[src/rtl/coord_bcd_latch_pkg.sv]
// Shared definitions for the coordinate BCD latch: FSM states, digit
// geometry, text-display character codes and the double-dabble nibble fix-up.
package coord_bcd_latch_pkg;

    localparam int BCD_W  = 4;
    localparam int DIGITS = 3;

    // Character codes shared with the letter generator users.
    localparam logic [7:0] CHAR_X     = 8'h58;
    localparam logic [7:0] CHAR_Y     = 8'h59;
    localparam logic [7:0] CHAR_Z     = 8'h5A;
    localparam logic [7:0] CHAR_COLON = 8'h3A;

    typedef enum logic [1:0] {
        ST_IDLE  = 2'd0,
        ST_CONV  = 2'd1,
        ST_STORE = 2'd2
    } state_t;

    // {hundreds, tens, ones}
    typedef logic [BCD_W*DIGITS-1:0] bcd3_t;

    // Add-3 correction applied to a BCD nibble before each shift.
    function automatic logic [BCD_W-1:0] dd_adjust(input logic [BCD_W-1:0] n);
        return (n >= 4'd5) ? n + 4'd3 : n;
    endfunction

endpackage

[src/rtl/coord_bcd_latch_bin2bcd_seq.sv]
// Sequential 8-bit binary to 3-digit BCD converter (double-dabble).
// One load cycle followed by eight shift cycles; done is high during the
// ninth cycle and bcd then shows the value after the final shift, so the
// caller can capture the result on that edge.
module coord_bcd_latch_bin2bcd_seq
    import coord_bcd_latch_pkg::*;
(
    input  logic       clk,
    input  logic       rst,
    input  logic       start,
    input  logic [7:0] bin,
    output logic       busy,
    output logic       done,
    output bcd3_t      bcd
);

    logic [19:0] sh_q;
    logic [3:0]  cnt_q;
    logic [19:0] adj;
    logic [19:0] shifted;

    // Correct every BCD nibble, then shift {bcd, bin} left by one.
    always_comb begin
        adj          = sh_q;
        adj[19:16]   = dd_adjust(sh_q[19:16]);
        adj[15:12]   = dd_adjust(sh_q[15:12]);
        adj[11:8]    = dd_adjust(sh_q[11:8]);
        shifted      = {adj[18:0], 1'b0};
    end

    // Load on start, then count down through eight shift cycles.
    always_ff @(posedge clk) begin
        if (rst) begin
            sh_q  <= '0;
            cnt_q <= '0;
            busy  <= 1'b0;
        end else if (start) begin
            sh_q  <= {12'd0, bin};
            cnt_q <= 4'd8;
            busy  <= 1'b1;
        end else if (busy) begin
            sh_q  <= shifted;
            cnt_q <= cnt_q - 4'd1;
            if (cnt_q == 4'd1)
                busy <= 1'b0;
        end
    end

    assign done = busy && (cnt_q == 4'd1);
    assign bcd  = shifted[19:8];

endmodule

[src/rtl/coord_bcd_latch.sv]
// Converts X/Y/Z coordinates to BCD digits with one shared converter and
// presents them to the text display only on a frame boundary (or right
// after the result is ready when frame-locking is disabled).
//
//   state    | meaning
//   ---------+------------------------------------------------------------
//   ST_IDLE  | ready=1; a load latches val_x/y/z and starts conversion
//   ST_CONV  | converter time-shared over channels 0..2 (9 cycles each)
//   ST_STORE | all nine digits written to the shadow bank, pending set
//
// DATA_W is fixed at 8 (three digits, max 255).
module coord_bcd_latch
    import coord_bcd_latch_pkg::*;
#(
    parameter logic COMMIT_ON_FRAME = 1'b1,
    parameter int   DATA_W          = 8
) (
    input  logic              clk,
    input  logic              rst,
    input  logic [DATA_W-1:0] val_x,
    input  logic [DATA_W-1:0] val_y,
    input  logic [DATA_W-1:0] val_z,
    input  logic              load,
    input  logic              frame_start,
    output logic              ready,
    output logic [3:0]        x_hund,
    output logic [3:0]        x_tens,
    output logic [3:0]        x_ones,
    output logic [3:0]        y_hund,
    output logic [3:0]        y_tens,
    output logic [3:0]        y_ones,
    output logic [3:0]        z_hund,
    output logic [3:0]        z_tens,
    output logic [3:0]        z_ones,
    output logic              updated
);

    state_t            state_q, state_d;
    logic [1:0]        ch_q;
    logic [DATA_W-1:0] wx_q, wy_q, wz_q;
    bcd3_t             res_x_q, res_y_q, res_z_q;
    bcd3_t             sh_x_q, sh_y_q, sh_z_q;
    bcd3_t             out_x_q, out_y_q, out_z_q;
    logic              pending_q;
    logic              updated_q;

    logic              accept;
    logic              conv_start;
    logic              res_capture;
    logic              store;
    logic              commit;
    logic [7:0]        conv_bin;
    logic              conv_busy;
    logic              conv_done;
    bcd3_t             conv_bcd;

    // State register.
    always_ff @(posedge clk) begin
        if (rst)
            state_q <= ST_IDLE;
        else
            state_q <= state_d;
    end

    // Next-state and per-state strobes.
    always_comb begin
        state_d     = state_q;
        ready       = 1'b0;
        accept      = 1'b0;
        conv_start  = 1'b0;
        res_capture = 1'b0;
        store       = 1'b0;
        unique case (state_q)
            ST_IDLE: begin
                ready = 1'b1;
                if (load) begin
                    accept  = 1'b1;
                    state_d = ST_CONV;
                end
            end
            ST_CONV: begin
                conv_start = !conv_busy;
                if (conv_done) begin
                    res_capture = 1'b1;
                    if (ch_q == 2'd2)
                        state_d = ST_STORE;
                end
            end
            ST_STORE: begin
                store   = 1'b1;
                state_d = ST_IDLE;
            end
            default: state_d = ST_IDLE;
        endcase
    end

    // Working inputs are captured at accept so val_* may change afterwards.
    always_ff @(posedge clk) begin
        if (rst) begin
            ch_q <= 2'd0;
            wx_q <= '0;
            wy_q <= '0;
            wz_q <= '0;
        end else if (accept) begin
            ch_q <= 2'd0;
            wx_q <= val_x;
            wy_q <= val_y;
            wz_q <= val_z;
        end else if (res_capture) begin
            ch_q <= ch_q + 2'd1;
        end
    end

    // Feed the channel currently being converted.
    always_comb begin
        conv_bin = wx_q;
        unique case (ch_q)
            2'd1:    conv_bin = wy_q;
            2'd2:    conv_bin = wz_q;
            default: conv_bin = wx_q;
        endcase
    end

    coord_bcd_latch_bin2bcd_seq u_conv (
        .clk   (clk),
        .rst   (rst),
        .start (conv_start),
        .bin   (conv_bin),
        .busy  (conv_busy),
        .done  (conv_done),
        .bcd   (conv_bcd)
    );

    // Collect each channel's digits as the converter finishes it.
    always_ff @(posedge clk) begin
        if (rst) begin
            res_x_q <= '0;
            res_y_q <= '0;
            res_z_q <= '0;
        end else if (res_capture) begin
            unique case (ch_q)
                2'd0:    res_x_q <= conv_bcd;
                2'd1:    res_y_q <= conv_bcd;
                default: res_z_q <= conv_bcd;
            endcase
        end
    end

    // A store on the same edge defers the commit so the new shadow is never
    // split from the one being displayed.
    assign commit = pending_q && !store && (COMMIT_ON_FRAME ? frame_start : 1'b1);

    // Shadow bank, pending flag and atomic commit to the display outputs.
    always_ff @(posedge clk) begin
        if (rst) begin
            sh_x_q    <= '0;
            sh_y_q    <= '0;
            sh_z_q    <= '0;
            out_x_q   <= '0;
            out_y_q   <= '0;
            out_z_q   <= '0;
            pending_q <= 1'b0;
            updated_q <= 1'b0;
        end else begin
            updated_q <= commit;
            if (store) begin
                sh_x_q    <= res_x_q;
                sh_y_q    <= res_y_q;
                sh_z_q    <= res_z_q;
                pending_q <= 1'b1;
            end else if (commit) begin
                out_x_q   <= sh_x_q;
                out_y_q   <= sh_y_q;
                out_z_q   <= sh_z_q;
                pending_q <= 1'b0;
            end
        end
    end

    assign x_hund  = out_x_q[11:8];
    assign x_tens  = out_x_q[7:4];
    assign x_ones  = out_x_q[3:0];
    assign y_hund  = out_y_q[11:8];
    assign y_tens  = out_y_q[7:4];
    assign y_ones  = out_y_q[3:0];
    assign z_hund  = out_z_q[11:8];
    assign z_tens  = out_z_q[7:4];
    assign z_ones  = out_z_q[3:0];
    assign updated = updated_q;

endmodule
[config.mk]
export PLATFORM = sky130hd
export DESIGN_NAME = coord_bcd_latch
export DESIGN_NICKNAME = d
export VERILOG_FILES = /design/src/rtl/coord_bcd_latch_pkg.sv /design/src/rtl/coord_bcd_latch_bin2bcd_seq.sv /design/src/rtl/coord_bcd_latch.sv
export SDC_FILE = /design/constraint.sdc
export NUM_CORES = 1
export LEC_CHECK = 0
export BUFFER_PORTS_ARGS = -buffer_cell sky130_fd_sc_hd__buf_4
export CORE_ASPECT_RATIO = 2
export CORE_MARGIN = 2
export CORE_UTILIZATION = 45
export CTS_BUF_LIST = sky130_fd_sc_hd__clkbuf_2
export CTS_CLUSTER_DIAMETER = 60
export DETAILED_ROUTE_END_ITERATION = 6
export GPL_ROUTABILITY_DRIVEN = 0
export PLACE_DENSITY = 0.74
export RECOVER_POWER = 100
export SYNTH_ARGS = -nofsm -noshare
export SYNTH_HDL_FRONTEND = slang
export SYNTH_SLANG_ARGS = --single-unit
[constraint.sdc]
create_clock -name clk -period 1.8 [get_ports clk]
set_input_delay 0.36 -clock clk [delete_from_list [all_inputs] [get_ports clk]]
set_output_delay 0.36 -clock clk [all_outputs]
set_load 0.02 [all_outputs]
# --- After elaboration in Yosys (flattened, before gate mapping) ---
# Cells that the tools add are included.
op_classes:
  multipliers: 0
  div_mod_pow: 0
  add_sub_neg: 5
  magnitude_cmp: 3
  shifts: 0
  bitwise_logic: 2
  reduce_logical: 17
  n_eq_ne: 8
  mux: 24
op_table:
  columns: ["op", "n"]
  rows:
  - ["$mux 4", 4]
  - ["$mux 8", 2]
  - ["$pmux 8 s2", 1]
  - ["$ge 4x3->1 const B", 3]
  - ["$mux 1", 12]
  - ["$add 4x2->4 const B", 2]
  - ["$reduce_and 2->1", 4]
  - ["$mux 2", 3]
  - ["$ne 2x2->1 const B", 3]
  - ["$reduce_or 2->1", 3]
  - ["$eq 2x1->1 const B", 2]
  - ["$eq 2x2->1 const B", 2]
  - ["$eq 4x1->1 const B", 1]
  - ["$logic_not 2->1", 2]
  - ["$pmux 2 s2", 1]
  - ["$reduce_bool 2->1", 2]
  - ["$sub 4x1->4 const B", 1]
  - ["$add 3x2->3 const B", 1]
  - ["$logic_and 1x1->1", 3]
  - ["$mux 3", 1]
  - ["$reduce_and 3->1", 1]
  - ["$add 2x1->2 const B", 1]
  - ["$logic_not 1->1", 2]
  - ["$not 1->1", 2]
word_totals:
  rom_bits: 0
  latch_bits: 0
  output_inout_bits: 38
  ff_bits: 163
  ramBits: 0
  elab_cells: 80
  mem_count: 0
  input_bits: 28

# --- Longest topological paths before layout ---
depth:
  word_depth: 7
  ltp_mapped: 7
  mapped_depth_nobuf: 6

# --- By module ---
# A second synthesis with hierarchy kept.
hier_totals:
  hier_cells: 776
  area_unflattened_um2: 6610.1
by_module_without_submodules:
  columns: ["mod", "area_per_inst_um2", "cells_each", "instances", "seq_area_each_um2"]
  rows:
  - ["coord_bcd_latch", 5156.2, 594, 1, 2762.6]
  - ["coord_bcd_latch_bin2bcd_seq", 1453.9, 182, 1, 500.5]

# --- Worst setup path before layout ---
# No wires, ideal clock.
synth_timing:
  path_type: "reg2reg"
  from: "register ch_q[1]"
  to: "register res_z_q[0]"
  t_arrival_ps: 1614
  required_ps: 1672
  path_stages_with_launch: 7
  synth_period_minus_slack_ps: 1742
  setup_time_ps: 128
  slack_ps: 58
  n_path_buf: 1
  cell_sequence: "dfxtp_1 -> inv_1 -> ha_1 -> clkbuf_1 -> nor4b_4 -> mux2i_1 -> nor2_1"
synth_between:
  elab_chain_cells: 4
  word_cells_on_any_way: 5
  cone_classes: "eq/ne (1); bitwise (1); reduce/logical (3)"
synth_rtl:
  columns: ["item", "line", "text"]
  rows:
  - ["from (decl)", "coord_bcd_latch.sv:39", "logic [1:0] ch_q;"]
  - ["from (signal assigned)", "coord_bcd_latch.sv:110", "ch_q <= ch_q + 2'd1;"]
  - ["$eq 2x1->1 or $logic_not 2->1 (tied branches)", "coord_bcd_latch.sv:141", "unique case (ch_q)"]
  - ["$reduce_or 2->1 (no source line) *", null, null]
  - ["$not 1->1 (no source line) *", null, null]
  - ["$reduce_and 2->1 (no source line) *", null, null]
  - ["to (signal assigned)", "coord_bcd_latch.sv:144", "default: res_z_q <= conv_bcd;"]
  - ["to (decl)", "coord_bcd_latch.sv:41", "bcd3_t res_x_q, res_y_q, res_z_q;"]
# Mark *: on every way between the ends. The rest lies on a longest branch, timed or not.
# A chain may end at the register's enable or synchronous reset.

# --- Worst setup path in the final report ---
layout_timing:
  from: "register u_conv.sh_q[8]"
  to: "register res_x_q[2]"
layout_between:
  elab_chain_cells: 2
  word_cells_on_any_way: 3
  cone_classes: "add/sub (1); order compare (1); mux (1)"
layout_rtl:
  columns: ["item", "line", "text"]
  rows:
  - ["from (decl)", "coord_bcd_latch_bin2bcd_seq.sv:17", "logic [19:0] sh_q;"]
  - ["from (signal assigned)", "coord_bcd_latch_bin2bcd_seq.sv:38", "sh_q <= {12'd0, bin};"]
  - ["from (signal assigned)", "coord_bcd_latch_bin2bcd_seq.sv:42", "sh_q <= shifted;"]
  - ["$add 4x2->4 or $ge 4x3->1 (tied branches)", "coord_bcd_latch_pkg.sv:25", "return (n >= 4'd5) ? n + 4'd3 : n;"]
  - ["$mux 4 *", "coord_bcd_latch_pkg.sv:25", null]
  - ["to (signal assigned)", "coord_bcd_latch.sv:142", "2'd0: res_x_q <= conv_bcd;"]
  - ["to (decl)", "coord_bcd_latch.sv:41", null]
# Marks and branches as above.

==> reports/qor.csv <==
metric;value;unit
Seq/Total Area, Yosys;0.535;
FP Rows;60;
R2R Setup Slk;0.03;ns
WL met2;7310;µm
Final TNS setup;0;ns
via/cell ratio;5.31;
maximum vdd drop;0.000625;V
fin worst setup slack;0.0293;ns
clock sinks;163;
total core area;13400;µm²
largest net degree at the start of global routing;84;
die height;169;µm
final worst clock skew;0.0453;ns
Critical Path Sink;res_x_q[2]$_SDFFE_PP0P_;
r2r startpoint;u_conv.sh_q[8]$_SDFFE_PP0P_;
clock tree buffer depth;2;
share of post-route cells with drive strength above 1;0.188;
pre-CTS setup slack;-0.00848;ns
leading area contributor after synthesis;dfxtp_1;
Area Overhead vs Synth;21.4;%
min Tclk post-route;1.77;ns
cell depth of the worst min-delay path;3;
clk_lat worst skew;0.72;ns
ys flop type;dfxtp_1;
required time worst endpoint;2.43;ns
DRT Wirelength;13200;µm
Total Routing Usage GR;0.190;
CTS H-tree lvls;4;
worst-path maximum fanout;4;
hpwl dp;9360;µm
P_leak;0.00263;µW
Slew Limit Fails;0;
Worst-path clk slew;0.28;ns
RSZ-0062 raised after global routing;yes;
CTS tree;built;
most common cell in the netlist;dfxtp_1;
commonest cells in the netlist;dfxtp_1 (163), nand2_1 (155), a21oi_1 (90), clkbuf_1 (40), nand2b_1 (33);
Setup crit start;u_conv.sh_q[8]$_SDFFE_PP0P_;
Post-DP Area;6820;µm²
Rel. slew slack;0.483;
Initial Util;0.456;
register bit count reported by yosys;163;
metal1 wirelength;5150;µm
Syn Std Cell Area;6100;µm²
Finished Cell Area;7400;µm²
critical path class;reg2reg;
die width;86.3;µm
Port Buffers;65;
initial antenna violation count;1;
Max Used Layer;met4;
vias in the first global route;4904;
cell area power density;849;nW/µm²
fin util;0.554;
routed wl met3;405;µm
first-pass GRT wire length;22300;µm
Max Cap Viol;0;
IO Count;66;
period utilization;0.984;
die area;14600;µm²
1st-iter DRT viols;324;
Final Hold Viols;0;
Synth top area share;0.535;
crit end category;register;
WP data arrival;2.40;ns
synthesized area per cell;8.89;µm²
1st-pass router iterations;5;
DR WL/cell;14.0;µm
status;finished clean;
Syn Nets;726;
Final setup viols;0;
Min-Delay Path Class;in2reg;
via count;5035;
Max Freq;0.565;GHz
R2R Path End;res_x_q[2]$_SDFFE_PP0P_;
Critical Path Source Type;register;
total CTS buffers;17;
Worst Tran Pin Value;0.776;ns
Synth warnings;0;
total gr overflow;0;
largest cells by area after synthesis;dfxtp_1 (54%), nand2_1 (9.5%), a21oi_1 (7.4%);
Synth Instances;686;
ys async rst share;0;
worst reg2reg path depth;6;
Synth cell types;34;
Post-route DRC;0;
Root Driver;clkbuf_2;
Antenna Nets Post-Route;0;
Final nets;819;
Post-synth EDFFs;0;
[routing by layer]
| layer | track usage | vias to the layer above |
|---|---|---|
| met2 | 0.350 | 116 |
| li1 | - | 2546 |
| met3 | 0.0410 | 27 |
| met1 | 0.197 | 2346 |
| met4 | 0.0944 | 0 |
| met5 | 0 | - |
[through the flow]
stage	hold WS (ns)	total power, µW	instances
floorplan	0.431	4170	686
global placement	0.438	4360	886
detailed placement	0.445	4390	886
CTS	0.0502	6330	944
global route	0.303	6570	948
finish	0.371	6280	948
[sequential cells by signal (all words and copies together), names as in the netlist, 4 cells and up]
signal and flops:
out_x_q 12, out_y_q 12, out_z_q 12, res_x_q 12, res_y_q 12, res_z_q 12, sh_x_q 12, sh_y_q 12
sh_z_q 12, u_conv.cnt_q 4, u_conv.sh_q 20, wx_q 8, wy_q 8, wz_q 8
[worst max-delay path: stages (launching register included)]
cell and delay, ns:
dfxtp_1 0.39, inv_1 0.10, ha_1 0.21, nand2b_1 0.10, a21oi_2 0.23, mux2_2 0.43, o22ai_1 0.24
[worst min path at each step]
stage	start	end	slack (ns)
6_report	val_y[2]	wy_q[2]$_SDFFE_PP0P_	0.37
4_1_cts	rst	out_x_q[7]$_SDFFE_PP0P_	0.05
3_5_place_dp	res_y_q[6]$_SDFFE_PP0P_	sh_y_q[6]$_SDFFE_PP0P_	0.45
3_3_place_gp	sh_x_q[6]$_SDFFE_PP0P_	out_x_q[6]$_SDFFE_PP0P_	0.44
2_1_floorplan	res_x_q[0]$_SDFFE_PP0P_	sh_x_q[0]$_SDFFE_PP0P_	0.43
5_1_grt	val_x[1]	wx_q[1]$_SDFFE_PP0P_	0.30
[power breakdown]
part           internal [µW]  switching [µW]
Sequential              3710            74.4
Combinational            288             317
Clock                    453            1440
Total                   4450            1830
[what timing repair did]
action / 4_1_cts / 5_1_grt
hold endpoints to repair: 26 / 10
hold buffers: 26 / 1
endpoints found under the setup margin: 2 / 35
resized for setup: 5 / 14
buffers inserted: 0 / 2
pin swaps: 0 / 1
[logic make-up after synthesis]
group           count (synthesis)  share of synthesized area
mux                             7                     0.0121
fa+ha+maj                      12                     0.0246
buf+inv                        66                     0.0423
flops                         163                      0.535
simple gates                  242                      0.179
compound gates                189                      0.196
xor+xnor                        7                     0.0101
[cell usage in the layout (no fill, tap or decap), types with 3 or more instances in the layout]
master	count
inv_1	17
o211ai_1	7
mux2_2	3
nand2b_1	32
clkinv_8	4
o21ai_0	3
mux2i_1	4
a221oi_1	7
a21oi_1	87
clkbuf_2	20
a211oi_1	23
dfxtp_2	5
dfxtp_1	157
buf_6	3
a22o_1	24
dlygate4sd3_1	27
ha_1	11
nor3_1	4
a22oi_1	8
nor3b_1	6
o22ai_1	24
nor2_1	31
buf_4	89
inv_8	4
nand2_1	155
xnor2_1	6
[final cells by class]
| cell class | instances | area (µm²) |
|---|---|---|
| fill | 1215 | 5960 |
| clock inverter | 15 | 164 |
| clock buffer | 17 | 85.1 |
| inverter | 17 | 63.8 |
| tap | 155 | 194 |
| sequential | 163 | 3270 |
| antenna | 1 | 2.50 |
| multi-input combinational | 457 | 2610 |
| timing repair buffer | 123 | 1010 |
Note: power is estimated with default switching activity, not from simulation.
